==> config.mk <==
export PLATFORM = sky130hd
export DESIGN_NAME = div
export DESIGN_NICKNAME = d
export VERILOG_FILES = /design/src/rtl/div.sv
export SDC_FILE = /design/constraint.sdc
export NUM_CORES = 1
export LEC_CHECK = 0
export CORE_MARGIN = 2
export CORE_UTILIZATION = 30
export DETAILED_ROUTE_END_ITERATION = 8
export GPL_TIMING_DRIVEN = 0
export PLACE_DENSITY = 0.56
export SYNTH_ARGS = -nofsm -noshare
export SYNTH_HDL_FRONTEND = slang
export SYNTH_SLANG_ARGS = --single-unit
export TNS_END_PERCENT = 10
==> constraint.sdc <==
create_clock -name Clock -period 3.45 [get_ports Clock]
set_clock_uncertainty 0.05 [all_clocks]
set_input_delay 0.345 -clock Clock [delete_from_list [all_inputs] [get_ports Clock]]
set_output_delay 0.345 -clock Clock [all_outputs]
set_load 0.01 [all_outputs]
==> src/rtl/div.sv <==
// Sequential signed divider (DIV semantics) for the multicycle MIPS core.
// Restoring division that produces one quotient bit per clock.
// The quotient goes to lo and the remainder goes to hi.
// Both results truncate toward zero, and the remainder takes the sign of the dividend.
//
// Ports:
//   Clock     rising-edge clock
//   Reset     synchronous, active-high reset (clears everything)
//   load      start request, sampled only in IDLE
//   dividendo dividend (rs), two's complement, sampled with load
//   divisor   divisor (rt), two's complement, sampled with load
//   hi        remainder, registered; updated only when the FIX state completes
//   lo        quotient, registered; updated only when the FIX state completes
//   busy      high whenever the FSM is not IDLE
//   done      one-cycle completion pulse (DONE state)
//   divzero   division-by-zero flag; held until the next accepted load
//   counter   iteration count (debug)
module div #(
  parameter int WIDTH = 32
) (
  input  logic                    Clock,
  input  logic                    Reset,
  input  logic                    load,
  input  logic signed [WIDTH-1:0] dividendo,
  input  logic signed [WIDTH-1:0] divisor,
  output logic        [WIDTH-1:0] hi,
  output logic        [WIDTH-1:0] lo,
  output logic                    busy,
  output logic                    done,
  output logic                    divzero,
  output logic        [5:0]       counter
);

  typedef enum logic [2:0] {IDLE, PREP, RUN, FIX, DONE} state_t;

  localparam logic [5:0] LAST = 6'(WIDTH - 1);

  state_t state, state_nxt;

  logic signed [WIDTH-1:0] a_reg;
  logic signed [WIDTH-1:0] b_reg;
  logic        [WIDTH-1:0] dmag;
  logic        [WIDTH-1:0] q;
  logic        [WIDTH:0]   r;
  logic                    qneg;
  logic                    rneg;

  logic [WIDTH:0]   shifted;
  logic             fits;
  logic [WIDTH:0]   r_step;
  logic [WIDTH-1:0] q_step;

  // Two's-complement negate when neg is set, modulo 2^WIDTH. The magnitude
  // of the most negative value comes out as 2^(WIDTH-1), which is correct
  // when it is read as unsigned.
  function automatic logic [WIDTH-1:0] cond_neg(input logic [WIDTH-1:0] v,
                                                input logic             neg);
    return neg ? (~v + {{(WIDTH-1){1'b0}}, 1'b1}) : v;
  endfunction

  // One restoring step: shift {R,Q} left, then try to subtract the divisor magnitude.
  always_comb begin
    shifted = {r[WIDTH-1:0], q[WIDTH-1]};
    fits    = (shifted >= {1'b0, dmag});
    r_step  = fits ? (shifted - {1'b0, dmag}) : shifted;
    q_step  = {q[WIDTH-2:0], fits};
  end

  always_comb begin
    state_nxt = state;
    case (state)
      IDLE:    if (load) state_nxt = (divisor == '0) ? DONE : PREP;
      PREP:    state_nxt = RUN;
      RUN:     if (counter == LAST) state_nxt = FIX;
      FIX:     state_nxt = DONE;
      DONE:    state_nxt = IDLE;
      default: state_nxt = IDLE;
    endcase
  end

  assign busy = (state != IDLE);
  assign done = (state == DONE);

  always_ff @(posedge Clock) begin
    if (Reset) begin
      state   <= IDLE;
      hi      <= '0;
      lo      <= '0;
      counter <= '0;
      divzero <= 1'b0;
      a_reg   <= '0;
      b_reg   <= '0;
      dmag    <= '0;
      q       <= '0;
      r       <= '0;
      qneg    <= 1'b0;
      rneg    <= 1'b0;
    end else begin
      state <= state_nxt;
      case (state)
        IDLE: begin
          if (load) begin
            if (divisor == '0) begin
              // hi/lo keep their previous values; only the flag reports the fault.
              divzero <= 1'b1;
            end else begin
              divzero <= 1'b0;
              a_reg   <= dividendo;
              b_reg   <= divisor;
            end
          end
        end
        PREP: begin
          q       <= cond_neg(a_reg, a_reg[WIDTH-1]);
          dmag    <= cond_neg(b_reg, b_reg[WIDTH-1]);
          qneg    <= a_reg[WIDTH-1] ^ b_reg[WIDTH-1];
          rneg    <= a_reg[WIDTH-1];
          r       <= '0;
          counter <= '0;
        end
        RUN: begin
          r       <= r_step;
          q       <= q_step;
          counter <= counter + 6'd1;
        end
        FIX: begin
          // After WIDTH steps, R is less than |divisor|, so it fits in WIDTH bits.
          lo <= cond_neg(q, qneg);
          hi <= cond_neg(r[WIDTH-1:0], rneg);
        end
        default: ;
      endcase
    end
  end

endmodule

==> results.md <==
Global routing:
- The residual overflow from global routing is 0.
- The number of antenna violations at the first check in global routing is 0.
- The number of global-route vias before repair is 11.5k.
- The total routing resource utilization after global routing is 0.182.
- Entering global routing, the biggest net connects 16 pins.
- The first-pass GRT wire length is 64.4 mm.

Flow run:
- The number of max-cap violations is 0.

Critical path:
- The data arrival time at the worst-slack endpoint is 3.65 ns.
- In this design, the stage delay of the slowest critical-path cell is 0.34 ns.
- STA classifies the critical path endpoint as a flip-flop.
- The signal on the critical path passes through inv_1 > ha_1 > clkbuf_1 > a21o_1 > a31oi_4 > o22a_1 > o211ai_1 > buf_4 > a41o_1 > a31oi_4 > buf_4 > mux2i_1 > o21ai_0.
- In this run the worst path has a maximum fanout of 10.
- The slowest cell on the critical path is sky130_fd_sc_hd__dfxtp_1.
- The worst setup path is launched from a flip-flop.
- The classification of the worst setup path is reg -> reg.
- The required time of the worst setup path is 3.82 ns.

Clocking:
- Clock tree synthesis found a total of 236 sinks.
- The count of H-tree levels built during CTS is 1.
- TritonCTS built the clock tree.
- At the later pin of the worst-skew pair, clock insertion delay measures 0.59 ns.
- The tree is rooted in a sky130_fd_sc_hd__clkbuf_16.
- The number of hold buffers added after CTS was 0.
- Clock-pin slew was measured on the worst setup and hold paths at 0.06 ns.
- The clock passes through at most 3 buffers.
- The total clock buffers created by CTS is 28.

Route:
- For this run, design rule violations remaining after detail routing come to 0.
- The number of DRC markers after the initial detailed-route iteration is 836.
- The count of antenna-violating nets left after detailed routing is 0.
- The total iterations of the first detailed-routing run is 5.
- Using the TritonRoute via totals, the vias-per-cell ratio works out to 5.17.
- After detailed routing, the total wire length is 41.2 mm.
- Dividing the detail-routed wire length by the instance count gives 17.4 um.
- The overall via count from detail_route is 12.2k.

Yosys:
- During synthesis, Yosys emitted a total of 0 warnings.
- A synthesized cell averages 7.92 sq um.
- The post-synthesis cell area is 12900 sq um.
- For this run, asynchronously set or reset flops after synthesis account for 0.
- The number of distinct library cells after synthesis is 68.
- The number of nets in the synthesized netlist is 1738.
- Among all flip-flop cells after synthesis, the most frequent one is sky130_fd_sc_hd__dfxtp_1.
- The share of the Yosys chip area taken by registers is 0.366.
- The count of state elements after synthesis is 236.
- The count of flip-flops with a built-in enable after synthesis is 0.
- Synthesis handed over a netlist of 1633 instances.

Power:
- The worst-case IR drop observed on VDD is 0.000261 V.
- Of the total power, registers draw 0.344.
- Of the total power, the share spent switching nets is 0.343.
- For this design the ratio of total power to cell area is 560 nW/um^2.
- The proportion of power drawn by combinational gates is 0.320.
- The internal portion of the total power is 5.89 mW.
- The switching power summed over all nets is 3.08 mW.
- The proportion of power drawn by the clock network is 0.337.
- Summed over all cells, the static leakage comes to 5.75 nW.

Finish:
- The ratio of cells with drive above 1 in the final layout is 0.0439.
- For this run, the share of the core covered by cells in the final layout is 0.374.
- The combined flip-flop and latch cell area is 4730 sq um.
- The count of filler cells inserted in the layout is 4479.
- Relative to the synthesized area, the layout overhead comes to 24.0%.
- The area of the multi-input gates is 7650 sq um.
- The number of antenna diodes is 0.
- Leaving out fill and tap cells, the most frequent cell in the layout is sky130_fd_sc_hd__nand2_1.
- In the layout the commonest cells are sky130_fd_sc_hd__nand2_1 (270), sky130_fd_sc_hd__dfxtp_1 (234), sky130_fd_sc_hd__clkdlybuf4s50_1 (139), sky130_fd_sc_hd__a21oi_1 (138), sky130_fd_sc_hd__nor2_1 (128).
- In the final design database the tool counted 1911 nets.
- The final instance area is 16000 sq um.

Timing:
- The transition time at the pin with the least slew margin is 0.991 ns.
- Once routing completed, OpenROAD measured the worst setup slack at 0.172 ns.
- Based on the critical path, the design can be clocked at up to 0.305 GHz.
- Headroom to the max-slew limit came out at 0.334.
- Setup repair after global routing could not meet its margin everywhere.
- The number of slew-limit violations in the final report is 0.
- The clock period minus worst slack is 3.28 ns.
- The total count of hold-check failures in the final report is 0.
- The number of endpoints failing setup at the final stage is 0.
- The share of the clock period used by the worst path after layout is 0.950.
- The sum of negative setup slack is 0 ns.

Die:
- The height of the chip is 212 um.
- The area of the core region is 42800 sq um.
- The floorplan step defined a die boundary enclosing 44800 sq um.
- The total I/O pin count is 140.
- Row generation in the floorplan step produced 76 rows.
- The initial utilization of the core area, before any placement, comes to 0.302.
- The die is 212 um wide.

Placed design:
- The post-detailed-placement cell area is 15000 sq um.
- The worst slack after detailed placement is -0.226 ns.
- The total of buffers placed on input and output ports is 139.
- The final weighted congestion of routability-driven global placement is 0.931.
- The HPWL after detailed placement is 32.4 mm.

Outcome:
- The run finished with clean final reports.

Worst hold path:
- The path class of the tightest hold or removal check is in -> reg.
-- layout make-up --
type | count | area share
buffer | 110 | 0.0269
clock buffer | 36 | 0.0481
clock inverter | 11 | 0.0103
inverter | 48 | 0.0112
multi-input combinational | 1239 | 0.477
sequential | 236 | 0.295
tap | 546 | 0.0426
timing repair buffer | 143 | 0.0887
-- layer usage --
metal	global-route usage	up-vias	wire (um)
li1	-	6175	-
met1	0.264	5724	20600
met2	0.282	290	17500
met3	0.0288	51	2090
met4	0.0413	0	903
met5	0	-	0
-- stage by stage --
stage | power (mW) | hold WS (ns) | std cells
after floorplan | 5.10 | 0.382 | 1633
after global placement | 5.86 | 0.394 | 2318
after detailed placement | 5.88 | 0.403 | 2318
after CTS | 8.92 | 0.239 | 2366
after global routing | 9.47 | 0.257 | 2369
final | 8.97 | 0.261 | 2369
-- power groups by stage --
| stage | logic [mW] | clock network [mW] | registers (mW) |
|---|---|---|---|
| 6_report | 2.87 | 3.02 | 3.08 |
| 5_1_grt | 3.18 | 3.18 | 3.11 |
| 4_1_cts | 2.77 | 3.07 | 3.08 |
| 3_5_place_dp | 2.74 | 0 | 3.14 |
| 3_3_place_gp | 2.73 | 0 | 3.13 |
| 2_1_floorplan | 2.01 | 0 | 3.08 |
-- cells in the mapped netlist, types with 3 or more instances --
| cell | n | area, sq um |
|---|---|---|
| sky130_fd_sc_hd__nor2b_1 | 11 | 68.8 |
| sky130_fd_sc_hd__inv_1 | 48 | 180 |
| sky130_fd_sc_hd__nand3b_1 | 5 | 37.5 |
| sky130_fd_sc_hd__o21a_1 | 4 | 30.0 |
| sky130_fd_sc_hd__and3_1 | 6 | 37.5 |
| sky130_fd_sc_hd__or4_1 | 16 | 120 |
| sky130_fd_sc_hd__xnor2_1 | 54 | 473 |
| sky130_fd_sc_hd__a21o_1 | 12 | 90.1 |
| sky130_fd_sc_hd__a31oi_1 | 9 | 56.3 |
| sky130_fd_sc_hd__a22oi_1 | 29 | 218 |
| sky130_fd_sc_hd__or4_4 | 3 | 33.8 |
| sky130_fd_sc_hd__o221ai_1 | 3 | 26.3 |
| sky130_fd_sc_hd__a21oi_1 | 139 | 696 |
| sky130_fd_sc_hd__a32oi_1 | 11 | 96.3 |
| sky130_fd_sc_hd__or2_2 | 3 | 18.8 |
| sky130_fd_sc_hd__mux2i_1 | 22 | 220 |
| sky130_fd_sc_hd__o22ai_1 | 5 | 31.3 |
| sky130_fd_sc_hd__dfxtp_1 | 236 | 4720 |
| sky130_fd_sc_hd__nand2b_1 | 11 | 68.8 |
| sky130_fd_sc_hd__buf_1 | 8 | 30.0 |
| sky130_fd_sc_hd__a211oi_1 | 88 | 661 |
| sky130_fd_sc_hd__nor4_1 | 26 | 163 |
| sky130_fd_sc_hd__o21ai_0 | 86 | 430 |
| sky130_fd_sc_hd__or3_1 | 9 | 56.3 |
| sky130_fd_sc_hd__clkbuf_1 | 99 | 372 |
| sky130_fd_sc_hd__xor2_1 | 90 | 788 |
| sky130_fd_sc_hd__o41ai_1 | 16 | 140 |
| sky130_fd_sc_hd__and2_1 | 5 | 31.3 |
| sky130_fd_sc_hd__nor3_1 | 21 | 105 |
| sky130_fd_sc_hd__nand3_1 | 22 | 110 |
| sky130_fd_sc_hd__a221oi_1 | 4 | 35.0 |
| sky130_fd_sc_hd__nor2_1 | 128 | 480 |
| sky130_fd_sc_hd__o211ai_1 | 6 | 45.0 |
| sky130_fd_sc_hd__mux2_2 | 3 | 33.8 |
| sky130_fd_sc_hd__ha_1 | 37 | 463 |
| sky130_fd_sc_hd__nor3b_1 | 7 | 52.6 |
| sky130_fd_sc_hd__nand4_1 | 10 | 62.6 |
| sky130_fd_sc_hd__nand2_1 | 270 | 1010 |
| sky130_fd_sc_hd__o31ai_1 | 33 | 248 |
-- cell families (layout without fill, tap and decap cells) --
logic type,after synthesis,count (layout),share of synthesized area
DFF,236,236,0.366
xor gates and xnor gates,144,144,0.0976
adders and majority gates,38,38,0.0374
AOI/OAI and AO/OA,467,467,0.235
buffers and inverters,158,348,0.0464
muxes,25,25,0.0196
and+or+nand+nor,565,565,0.199
-- worst paths after layout --
kind                       from        end  slack [ns]  cells past startpoint
setup / recovery        dmag[8]      r[14]        0.17                     13
hold reg to reg        dmag[31]   dmag[31]        0.41                      2
hold / removal    dividendo[25]  a_reg[25]        0.26                      3
setup reg to reg        dmag[8]      r[14]        0.17                     13
-- repair_timing --
action / in CTS / in global routing
setup buffers: 1 / 3
pin swaps: 1 / 3
gates cloned: 0 / 0
gates resized for setup: 2 / 19
setup endpoints to repair: 29 / 33
-- worst max-delay path: cells and delay by family, from the launching register on --
kind	cells	cell delay, ns
compound gates	7	1.48
fa+ha+maj	1	0.29
mux	1	0.22
buf+inv	4	0.72
flops	1	0.34
Power figures use the tool's default switching activity.
